### config.mk
export PLATFORM = sky130hd
export DESIGN_NAME = mpc_sequencer
export DESIGN_NICKNAME = d
export VERILOG_FILES = /design/src/rtl/mpc_pkg.sv /design/src/rtl/mpc_seq_timeout.sv /design/src/rtl/mpc_sequencer.sv
export SDC_FILE = /design/constraint.sdc
export NUM_CORES = 1
export LEC_CHECK = 0
export ABC_AREA = 1
export ABC_CLOCK_PERIOD_IN_PS = 2110
export BUFFER_PORTS_ARGS = -buffer_cell sky130_fd_sc_hd__buf_2
export CORE_MARGIN = 2
export CORE_UTILIZATION = 54
export CTS_CLUSTER_DIAMETER = 50
export CTS_CLUSTER_SIZE = 8
export DETAILED_ROUTE_END_ITERATION = 16
export PLACE_DENSITY = 0.82
export SETUP_SLACK_MARGIN = 0.1
export SYNTH_ARGS = -nofsm -noshare
export SYNTH_HDL_FRONTEND = slang
export SYNTH_SLANG_ARGS = --single-unit
### constraint.sdc
create_clock -name CLK -period 2.11 [get_ports CLK]
set_clock_uncertainty 0.05 [all_clocks]
set_input_delay 0.1055 -clock CLK [delete_from_list [all_inputs] [get_ports CLK]]
set_output_delay 0.1055 -clock CLK [all_outputs]
set_load 0.01 [all_outputs]
### src/rtl/mpc_pkg.sv
// mpc_pkg: shared definitions for the mpc sequencer.
//   - default datapath/opcode widths and bus-timeout limit
//   - opcode values of the 12-bit ISA (opcode in the top OPW bits)
//   - sequencer state encoding
//   - ERR output codes
package mpc_pkg;

    localparam int DW_DEF  = 12;
    localparam int OPW_DEF = 4;
    localparam int TMO_DEF = 15;

    localparam logic [3:0] OP_NOP  = 4'h0;
    localparam logic [3:0] OP_LDA  = 4'h1;  // A <= next word
    localparam logic [3:0] OP_LDB  = 4'h2;  // B <= next word
    localparam logic [3:0] OP_ADD  = 4'h3;  // A <= A + B
    localparam logic [3:0] OP_ADC  = 4'h4;  // A <= A + B + CFLAG
    localparam logic [3:0] OP_JMP  = 4'h5;  // PC <= next word
    localparam logic [3:0] OP_JC   = 4'h6;  // PC <= next word if CFLAG
    localparam logic [3:0] OP_LDX  = 4'h7;  // A <= mem[B]
    localparam logic [3:0] OP_HALT = 4'hF;

    typedef enum logic [2:0] {
        ST_IDLE   = 3'd0,
        ST_FETCH  = 3'd1,
        ST_DECODE = 3'd2,
        ST_OPER   = 3'd3,
        ST_IND    = 3'd4,
        ST_HALT   = 3'd5
    } state_t;

    localparam logic [1:0] ERR_NONE    = 2'b00;
    localparam logic [1:0] ERR_ILLEGAL = 2'b01;
    localparam logic [1:0] ERR_TIMEOUT = 2'b10;

endpackage

### src/rtl/mpc_seq_timeout.sv
// mpc_seq_timeout: memory wait-cycle counter for the sequencer.
//   clk      in  clock
//   rst      in  asynchronous active-high reset
//   clr      in  restart the count (sequencer entering a new state)
//   en       in  one more cycle spent waiting for MEM_RDY
//   expired  out TMO-1 wait cycles already spent: a further wait this
//                cycle is the TMO-th and ends the access
module mpc_seq_timeout #(
    parameter int TMO = 15
) (
    input  logic clk,
    input  logic rst,
    input  logic clr,
    input  logic en,
    output logic expired
);

    localparam int CW = (TMO > 1) ? $clog2(TMO) : 1;
    localparam logic [CW-1:0] LAST = CW'(TMO - 1);

    logic [CW-1:0] count_reg;

    // Saturates at LAST; the sequencer leaves the wait state on that cycle
    // either way (data accepted or timeout), so it never needs to go higher.
    always_ff @(posedge clk or posedge rst) begin
        if (rst) begin
            count_reg <= '0;
        end else if (clr) begin
            count_reg <= '0;
        end else if (en && (count_reg != LAST)) begin
            count_reg <= count_reg + 1'b1;
        end
    end

    assign expired = (count_reg == LAST);

endmodule

### src/rtl/mpc_sequencer.sv
// mpc_sequencer: fetch/decode/execute control unit for the 12-bit mpc datapath.
//   CLK, RESET (async, active-high), START (resume pulse)
//   INSTR      memory read data (also the datapath DATA_IN bus)
//   MEM_RDY    read data valid; OVF datapath adder carry-out
//   MEM_RD     read request, held until MEM_RDY or timeout
//   CTRL_ADDR  address select (0 PC, 1 B); CTRL_A A source (1 DATA_IN, 0 adder)
//   CTRL_PC    PC source (0 PC+1, 1 DATA_IN); WE_A/WE_B/WE_PC write enables; CIN
//   BUSY       running; HALTED in HALT; ERR 00 none / 01 illegal / 10 timeout
// Outputs are combinational from state, IR, CFLAG and MEM_RDY so the
// datapath acts on them at the same clock edge the sequencer advances.
module mpc_sequencer
    import mpc_pkg::*;
#(
    parameter int DW  = DW_DEF,
    parameter int OPW = OPW_DEF,
    parameter int TMO = TMO_DEF
) (
    input  logic          CLK,
    input  logic          RESET,
    input  logic          START,
    input  logic [DW-1:0] INSTR,
    input  logic          MEM_RDY,
    input  logic          OVF,
    output logic          MEM_RD,
    output logic          CTRL_ADDR,
    output logic          CTRL_A,
    output logic          CTRL_PC,
    output logic          WE_A,
    output logic          WE_B,
    output logic          WE_PC,
    output logic          CIN,
    output logic          BUSY,
    output logic          HALTED,
    output logic [1:0]    ERR
);

    state_t         state_reg;
    state_t         state_next;
    logic [OPW-1:0] ir_reg;      // only the opcode field is ever decoded
    logic [OPW-1:0] ir_next;
    logic           cflag_reg;
    logic           cflag_next;
    logic [1:0]     err_reg;
    logic [1:0]     err_next;

    logic           wait_state;
    logic           tmo_clr;
    logic           tmo_en;
    logic           tmo_expired;

    // Operand/low bits of the opcode word carry no meaning here.
    logic           unused_instr_bits;
    assign unused_instr_bits = ^INSTR[DW-OPW-1:0];

    always_ff @(posedge CLK or posedge RESET) begin
        if (RESET) begin
            state_reg <= ST_IDLE;
            ir_reg    <= '0;
            cflag_reg <= 1'b0;
            err_reg   <= ERR_NONE;
        end else begin
            state_reg <= state_next;
            ir_reg    <= ir_next;
            cflag_reg <= cflag_next;
            err_reg   <= err_next;
        end
    end

    // Wait counter restarts on every state change, so each of FETCH, OPER
    // and IND begins its memory access with a fresh budget.
    assign wait_state = (state_reg == ST_FETCH) || (state_reg == ST_OPER) ||
                        (state_reg == ST_IND);
    assign tmo_en     = wait_state && !MEM_RDY;
    assign tmo_clr    = (state_next != state_reg);

    mpc_seq_timeout #(
        .TMO (TMO)
    ) u_timeout (
        .clk     (CLK),
        .rst     (RESET),
        .clr     (tmo_clr),
        .en      (tmo_en),
        .expired (tmo_expired)
    );

    always_comb begin
        state_next = state_reg;
        ir_next    = ir_reg;
        cflag_next = cflag_reg;
        err_next   = err_reg;
        MEM_RD     = 1'b0;
        CTRL_ADDR  = 1'b0;
        CTRL_A     = 1'b0;
        CTRL_PC    = 1'b0;
        WE_A       = 1'b0;
        WE_B       = 1'b0;
        WE_PC      = 1'b0;
        CIN        = 1'b0;

        case (state_reg)
            ST_IDLE: begin
                if (START) begin
                    err_next   = ERR_NONE;
                    state_next = ST_FETCH;
                end
            end

            ST_FETCH: begin
                MEM_RD = 1'b1;
                if (MEM_RDY) begin
                    ir_next    = INSTR[DW-1 -: OPW];
                    WE_PC      = 1'b1;          // PC <= PC + 1
                    state_next = ST_DECODE;
                end else if (tmo_expired) begin
                    err_next   = ERR_TIMEOUT;
                    state_next = ST_HALT;
                end
            end

            ST_DECODE: begin
                state_next = ST_FETCH;
                case (ir_reg)
                    OP_NOP: ;
                    OP_ADD: begin
                        WE_A       = 1'b1;      // A <= A + B
                        cflag_next = OVF;
                    end
                    OP_ADC: begin
                        WE_A       = 1'b1;
                        CIN        = cflag_reg;
                        cflag_next = OVF;
                    end
                    OP_LDA, OP_LDB, OP_JMP, OP_JC: state_next = ST_OPER;
                    OP_LDX:  state_next = ST_IND;
                    OP_HALT: state_next = ST_HALT;
                    default: begin
                        err_next   = ERR_ILLEGAL;
                        state_next = ST_HALT;
                    end
                endcase
            end

            ST_OPER: begin
                MEM_RD = 1'b1;
                if (MEM_RDY) begin
                    state_next = ST_FETCH;
                    WE_PC      = 1'b1;
                    case (ir_reg)
                        OP_LDA: begin
                            WE_A   = 1'b1;
                            CTRL_A = 1'b1;
                        end
                        OP_LDB:  WE_B    = 1'b1;
                        OP_JMP:  CTRL_PC = 1'b1;
                        // Not taken still steps PC over the operand word.
                        OP_JC:   CTRL_PC = cflag_reg;
                        default: ;
                    endcase
                end else if (tmo_expired) begin
                    err_next   = ERR_TIMEOUT;
                    state_next = ST_HALT;
                end
            end

            ST_IND: begin
                MEM_RD    = 1'b1;
                CTRL_ADDR = 1'b1;
                if (MEM_RDY) begin
                    WE_A       = 1'b1;
                    CTRL_A     = 1'b1;
                    state_next = ST_FETCH;
                end else if (tmo_expired) begin
                    err_next   = ERR_TIMEOUT;
                    state_next = ST_HALT;
                end
            end

            ST_HALT: begin
                if (START) begin
                    err_next   = ERR_NONE;
                    state_next = ST_FETCH;
                end
            end

            default: state_next = ST_IDLE;
        endcase
    end

    assign BUSY   = (state_reg != ST_IDLE) && (state_reg != ST_HALT);
    assign HALTED = (state_reg == ST_HALT);
    assign ERR    = err_reg;

endmodule

==> summary.txt, run 1 <==
Run status
  – Status: finished clean

Drt
  – TritonRoute pass-1 iters: 4
  – Drt initial violations: 37
  – DR vias: 979
  – WL/cell: 11.8 µm
  – Post-DR vias/cell: 5.35
  – Antenna-violating nets left: 0
  – WL final: 2160 µm
  – DRC viols: 0

STA
  – Period minus WS final: 1.82 ns
  – Final Cycle Share: 86.1%
  – Slew @ Worst Pin: 0.557 ns
  – Setup ws final: 0.292 ns
  – Max Clock Freq: 0.550 GHz
  – Rel. slew slack: 62.8%
  – Fin Setup TNS: 0 ns
  – WHS: 0.0291 ns
  – Slew Limit Fails: 0
  – Final hold vios: 0
  – RSZ-0062 raised after global routing: no
  – Endpoints failing setup: 0

Final layout
  – Most frequent cells in the layout: nand2_1, buf_2, inv_1, dfrtp_1
  – Layout cells sized above 1: 21.1%
  – # diodes: 0
  – Area growth from synthesis to layout: 19.5%
  – Area taken by multi-input logic gates: 513 µm²
  – Nets: 186
  – Fillers: 167
  – Commonest non-fill, non-tap cell in the layout: nand2_1
  – Register area: 350 µm²

Power and ir drop
  – Power Density: 1410 nW/µm²
  – Comb power frac: 57.1%
  – Reg power frac: 30.5%
  – Clk pwr share: 12.5%
  – Worst vdd ir: 0.713 mV
  – Leakage: 0.647 nW
  – Internal power: 790 µW
  – Net switching share of the total power: 50.6%
  – Sw Pwr: 808 µW

Synth
  – Share of the synthesized area in the top cell type: 36.8%
  – Gate Count Post-Synth: 140
  – Sequential area share after synthesis: 36.8%
  – Ys Warns: 0
  – Synthesized area: 951 µm²
  – Post-synth top area cell: dfrtp_1
  – Largest cells by area after synthesis: dfrtp_1, nand2_1, inv_1
  – Synth unique cells: 22
  – Yosys reg bits: 14
  – Syn nets: 159
  – Average size of a mapped cell: 6.79 µm²

Global routing
  – Tot GR Track Use: 23.6%
  – First-pass GRT wire length: 3540 µm
  – Pin count of the biggest net entering global routing: 15
  – Remaining Overflow, GRT: 0
  – Initial antenna violation count: 0
  – Vias in the first global route: 829

Critical path
  – Crit path depth: 6
  – Max stage delay on crit path: 0.44 ns
  – Crit path max-delay family: flip-flops
  – Worst EP required: 1.95 ns
  – Bufs and invs on worst path: 2
  – Reg-to-reg endpoint: u_timeout.count_reg[3]
  – Worst Setup Start Kind: flop
  – CP Max Fanout: 11
  – CP arrival: 1.66 ns
  – Worst-path cell chain: clkinvlp_4 -> nand2_1 -> nor2_2 -> o21ai_0 -> nand3_1 -> buf_2
  – Critical path class: reg -> out
  – Reg2reg path depth: 9
  – Worst R2R Setup Slack: 0.44 ns
  – Endpoint class of the critical path: output pin
  – Reg2reg start: state_reg[2]
  – Slowest CP cell: dfrtp_1

Die
  – Core Area: 1690 µm²
  – Starting Density: 56.3%
  – Die Ht: 46.0 µm
  – Row count: 15
  – Total Die Area: 2110 µm²
  – I/O pin count: 29
  – Die width: 46.0 µm

CTS
  – Total CTS buffers: 3
  – Root Buffer Master: clkbuf_4
  – Worst skew pair latency: 0.29 ns
  – H-tree Lvls: 1
  – Clock-pin slew on the worst setup and hold paths: 0.09 ns
  – Post-CTS setup buffer count: 0
  – CTS tree: built
  – Clock Path Buffers: 2
  – Num Clock Sinks: 14

Place
  – HPWL after detailed placement: 1570 µm
  – Place WS: 0.381 ns
  – Routability Congestion: 0.873
  – Port Buffer Count: 20

Hold path
  – Hold Path Stages: 3
  – Min-Delay Path Class: in -> reg
  – End of the worst hold path: cflag_reg
  – HP Start: OVF

Flow run
  – Max-cap viol count: 0
## how the worst max path moves through the flow
| stage | slack (ns) | start | end |
|---|---|---|---|
| after floorplan | 0.65 | state_reg[2] | u_timeout.count_reg[2] |
| after global placement | 0.40 | state_reg[2] | u_timeout.count_reg[3] |
| after detailed placement | 0.38 | state_reg[2] | u_timeout.count_reg[3] |
| after CTS | 0.18 | state_reg[2] | WE_A |
| after global routing | 0.12 | state_reg[2] | WE_A |
| final | 0.29 | state_reg[2] | WE_A |
## worst reg2reg max path: stages, from the launching register on
cell	delay [ns]
dfrtp_1	0.44
clkinvlp_4	0.18
nand2_1	0.08
nor2_2	0.22
nand3_1	0.17
nand3_1	0.12
nand2_1	0.07
nor2_2	0.12
nand2_2	0.08
nor2_1	0.09
## power groups by stage
stage                     logic (mW)  registers [mW]  clock network, mW
after global placement         0.871           0.480                  0
after global routing            1.05           0.508              0.215
after CTS                      0.911           0.481              0.202
after detailed placement       0.893           0.486                  0
after floorplan                0.694           0.469                  0
final                          0.912           0.487              0.199
## metal layers
| layer | vias to the layer above | GRT usage, % | wire, µm |
|---|---|---|---|
| li1 | 497 | - | - |
| met1 | 438 | 30.8 | 947 |
| met2 | 35 | 37.2 | 1000 |
| met3 | 9 | 3.57 | 141 |
| met4 | 0 | 12.0 | 72 |
| met5 | - | 0 | 0 |
## layout make-up
cell class | instances | area share [%]
Multi-Input combinational cell | 105 | 45.2
Clock buffer | 4 | 3.19
Timing Repair Buffer | 24 | 12.3
Inverter | 19 | 6.61
Tap cell | 17 | 1.87
Sequential cell | 14 | 30.8
## kinds of logic after synthesis
kind of cell             synth area share, %
AND/OR/NAND/NOR                         40.7
XOR/XNOR                                2.76
buffers and inverters                   9.21
AO/OA/AOI/OAI                           7.89
flip-flops                              36.8
adder cells (fa/ha/maj)                 2.63
## per-stage QoR
stage	instances	total power [mW]	utilization (%)	instance area, µm²
global placement	175	1.35	62.5	1060
global route	183	1.77	67.3	1140
CTS	183	1.59	67.0	1130
finish	183	1.60	67.3	1140
detailed placement	175	1.38	62.5	1060
floorplan	140	1.16	-	951
## timing repair
item / CTS / global route
gates resized for setup: 0 / 1
hold buffers: 4 / 0
endpoints found under the setup margin: 0 / 1
endpoints found under the hold margin: 17 / 0
## synth_stat cells
library cell   n
nand2_1       47
inv_1         18
dfrtp_1       14
nand3_1       12
nor2_1        12
o21ai_0        7
a21oi_1        4
nand2_2        4
nor2_2         3
nor3_1         3
xor2_1         3
ha_1           2
nand4_1        2
and3_1         1
buf_6          1
clkbuf_2       1
inv_2          1
nand3_2        1
nand3_4        1
o211ai_1       1
o21ai_1        1
o31ai_1        1
Note: power is estimated with default switching activity, not from simulation.
==> run 2, diff against run 1 <==
--- a/config.mk
+++ b/config.mk
@@ -13,7 +13,7 @@
 export CTS_CLUSTER_DIAMETER = 50
 export CTS_CLUSTER_SIZE = 8
 export DETAILED_ROUTE_END_ITERATION = 16
-export PLACE_DENSITY = 0.82
+export PLACE_DENSITY = 0.83
 export SETUP_SLACK_MARGIN = 0.1
 export SYNTH_ARGS = -nofsm -noshare
 export SYNTH_HDL_FRONTEND = slang
==> run 2 against run 1 <==
Against the previous run: clock power is essentially flat; largest power group unchanged; routed wire length shrank 1.5%; worst setup slack lost 0.010 ns; highest routed layer unchanged; non-clock buffer count is the same; power grew 0.26%; critical path type unchanged; final cell count is the same; critical endpoint unchanged; die area is the same.
==> summary.txt, run 2 (synthesis results as in run 1) <==
Critical path
  – Reg-to-reg endpoint: u_timeout.count_reg[2]
  – Worst Setup Start Kind: flop
  – CP Max Fanout: 11 (unchanged)
  – Critical path class: reg -> out
  – Endpoint class of the critical path: output pin
  – Worst R2R Setup Slack: 0.39 ns (-0.05 ns)
  – Reg2reg start: state_reg[2]
  – CP arrival: 1.67 ns (about the same)
  – Reg2reg path depth: 11 (+2)
  – Worst EP required: 1.95 ns (about the same)

Drt
  – WL/cell: 11.6 µm (-1.5%)
  – Drt initial violations: 22 (-41%)
  – TritonRoute pass-1 iters: 4 (unchanged)
  – DR vias: 983 (+0.41%)
  – DRC viols: 0 (unchanged)
  – Antenna-violating nets left: 0 (unchanged)
  – WL final: 2130 µm (-1.5%)
  – Post-DR vias/cell: 5.37 (+0.41%)

Final layout
  – # diodes: 0 (unchanged)
  – Nets: 186 (unchanged)
  – Most frequent cells in the layout: nand2_1, buf_2, inv_1, dfrtp_1
  – Area growth from synthesis to layout: 19.5% (unchanged)
  – Post-route cell area: 1140 µm² (unchanged)
  – Area taken by multi-input logic gates: 513 µm² (unchanged)
  – Register area: 350 µm² (unchanged)
  – Fillers: 161 (-3.6%)
  – Commonest non-fill, non-tap cell in the layout: nand2_1
  – Layout cells sized above 1: 21.1% (unchanged)

Hold path
  – End of the worst hold path: ir_reg[3]
  – Hold Path Stages: 3 (unchanged)
  – HP Start: INSTR[11]
  – Min-Delay Path Class: in -> reg

STA
  – Endpoints failing setup: 0 (unchanged)
  – RSZ-0062 raised after global routing: no
  – Rel. slew slack: 63.8% (+0.99 points)
  – Max Clock Freq: 0.547 GHz (-0.56%)
  – Slew Limit Fails: 0 (unchanged)
  – Fin Setup TNS: 0 ns (unchanged)
  – Period minus WS final: 1.83 ns (+0.0102 ns)
  – Final hold vios: 0 (unchanged)
  – Final Cycle Share: 86.6% (+0.48 points)
  – Slew @ Worst Pin: 0.542 ns (-0.0148 ns)
  – Setup ws final: 0.282 ns (-0.0102 ns)

Global routing
  – Pin count of the biggest net entering global routing: 15 (unchanged)
  – Initial antenna violation count: 0 (unchanged)
  – Remaining Overflow, GRT: 0 (unchanged)
  – Tot GR Track Use: 23.2% (-0.39 points)
  – First-pass GRT wire length: 3500 µm (-1.2%)
  – Vias in the first global route: 846 (+2.1%)

Flow run
  – Max-cap viol count: 0 (unchanged)

CTS
  – Post-CTS setup buffer count: 0 (unchanged)
  – CTS tree: built
  – Num Clock Sinks: 14 (unchanged)
  – Worst skew pair latency: 0.28 ns (about the same)
  – Root Buffer Master: clkbuf_4
  – Clock Path Buffers: 2 (unchanged)
  – Clock-pin slew on the worst setup and hold paths: 0.09 ns (about the same)
  – H-tree Lvls: 1 (unchanged)
  – Total CTS buffers: 3 (unchanged)

Place
  – Place WS: 0.340 ns (-0.0411 ns)
  – Port Buffer Count: 20 (unchanged)
  – Placed instance area: 1060 µm² (unchanged)
  – HPWL after detailed placement: 1600 µm (+1.6%)
  – Routability Congestion: 0.872 (-0.13%)

Die
  – Total Die Area: 2110 µm² (unchanged)
  – Core Area: 1690 µm² (unchanged)
  – Row count: 15 (unchanged)
  – I/O pin count: 29 (unchanged)
  – Die Ht: 46.0 µm (unchanged)
  – Starting Density: 56.3% (unchanged)
  – Die width: 46.0 µm (unchanged)

Power and ir drop
  – Net switching share of the total power: 50.7% (+0.14 points)
  – Internal power: 790 µW (about the same)
  – Worst vdd ir: 0.800 mV (+12%)
  – Power Density: 1410 nW/µm² (+0.26%)
  – Leakage: 0.647 nW (unchanged)
  – Sw Pwr: 813 µW (+0.53%)
  – Reg power frac: 30.5% (about the same)
  – Comb power frac: 57.3% (+0.2 points)
  – Clk pwr share: 12.2% (-0.3 points)

Run status
  – Status: finished clean
[run 2: cell counts in the layout (fill, tap and decap cells not counted)]
Identical to the previous run, type by type.
[run 2: routing by layer]
metal	up-vias	part of all wire (%)	routed length, µm	GRT usage (%)
met5	-	0	0	0
met4	0	1.1	24	6.86
met3	5	4.8	102	3.57
met2	26	49	1050	38.9
met1	459	45	957	30.4
li1	493	-	-	-
[run 2: through the flow]
stage,hold WS (ns),utilization (%),std cells,power (mW)
global placement,0.120,62.5,175,1.35
CTS,0.0146,67.0,183,1.60
global route,0.0310,67.3,183,1.77
finish,0.0154,67.3,183,1.60
floorplan,-0.0553,-,140,1.16
detailed placement,0.132,62.5,175,1.39
[run 2: how the worst max path moves through the flow]
stage / startpoint / to / slack, ns / cells after the start
finish: state_reg[2] / WE_A / 0.28 / 6
global route: state_reg[2] / WE_A / 0.14 / 6
CTS: state_reg[2] / WE_A / 0.21 / 6
detailed placement: state_reg[2] / u_timeout.count_reg[2] / 0.34 / 11
global placement: state_reg[2] / u_timeout.count_reg[3] / 0.40 / 12
floorplan: state_reg[2] / u_timeout.count_reg[2] / 0.65 / 9
[run 2: area by class of cell]
class,count,area share [%]
Clock buffer,4,3.19
Inverter,19,6.61
Multi-Input combinational cell,105,45.2
Sequential cell,14,30.8
Tap cell,17,1.87
Timing Repair Buffer,24,12.3
[run 2: repair_timing]
action                                  in CTS  in global routing
endpoints found under the setup margin       0                  2
endpoints found under the hold margin       17                  0
hold buffers                                 4                  0
resized for setup                            0                  1
[run 2: power by group through the flow]
stage	Clock [mW]	Combinational, mW	Sequential (mW)
after floorplan	0	0.694	0.469
after global placement	0	0.871	0.481
after detailed placement	0	0.908	0.486
after CTS	0.201	0.918	0.482
after global routing	0.211	1.05	0.506
final	0.196	0.918	0.489
[run 2: worst max-delay path, cell delays in order, from the launching register on]
cell	delay, ns
dfrtp_1	0.45
clkinvlp_4	0.19
nand2_1	0.09
nor2_2	0.21
o21ai_0	0.22
nand3_1	0.11
buf_2	0.13
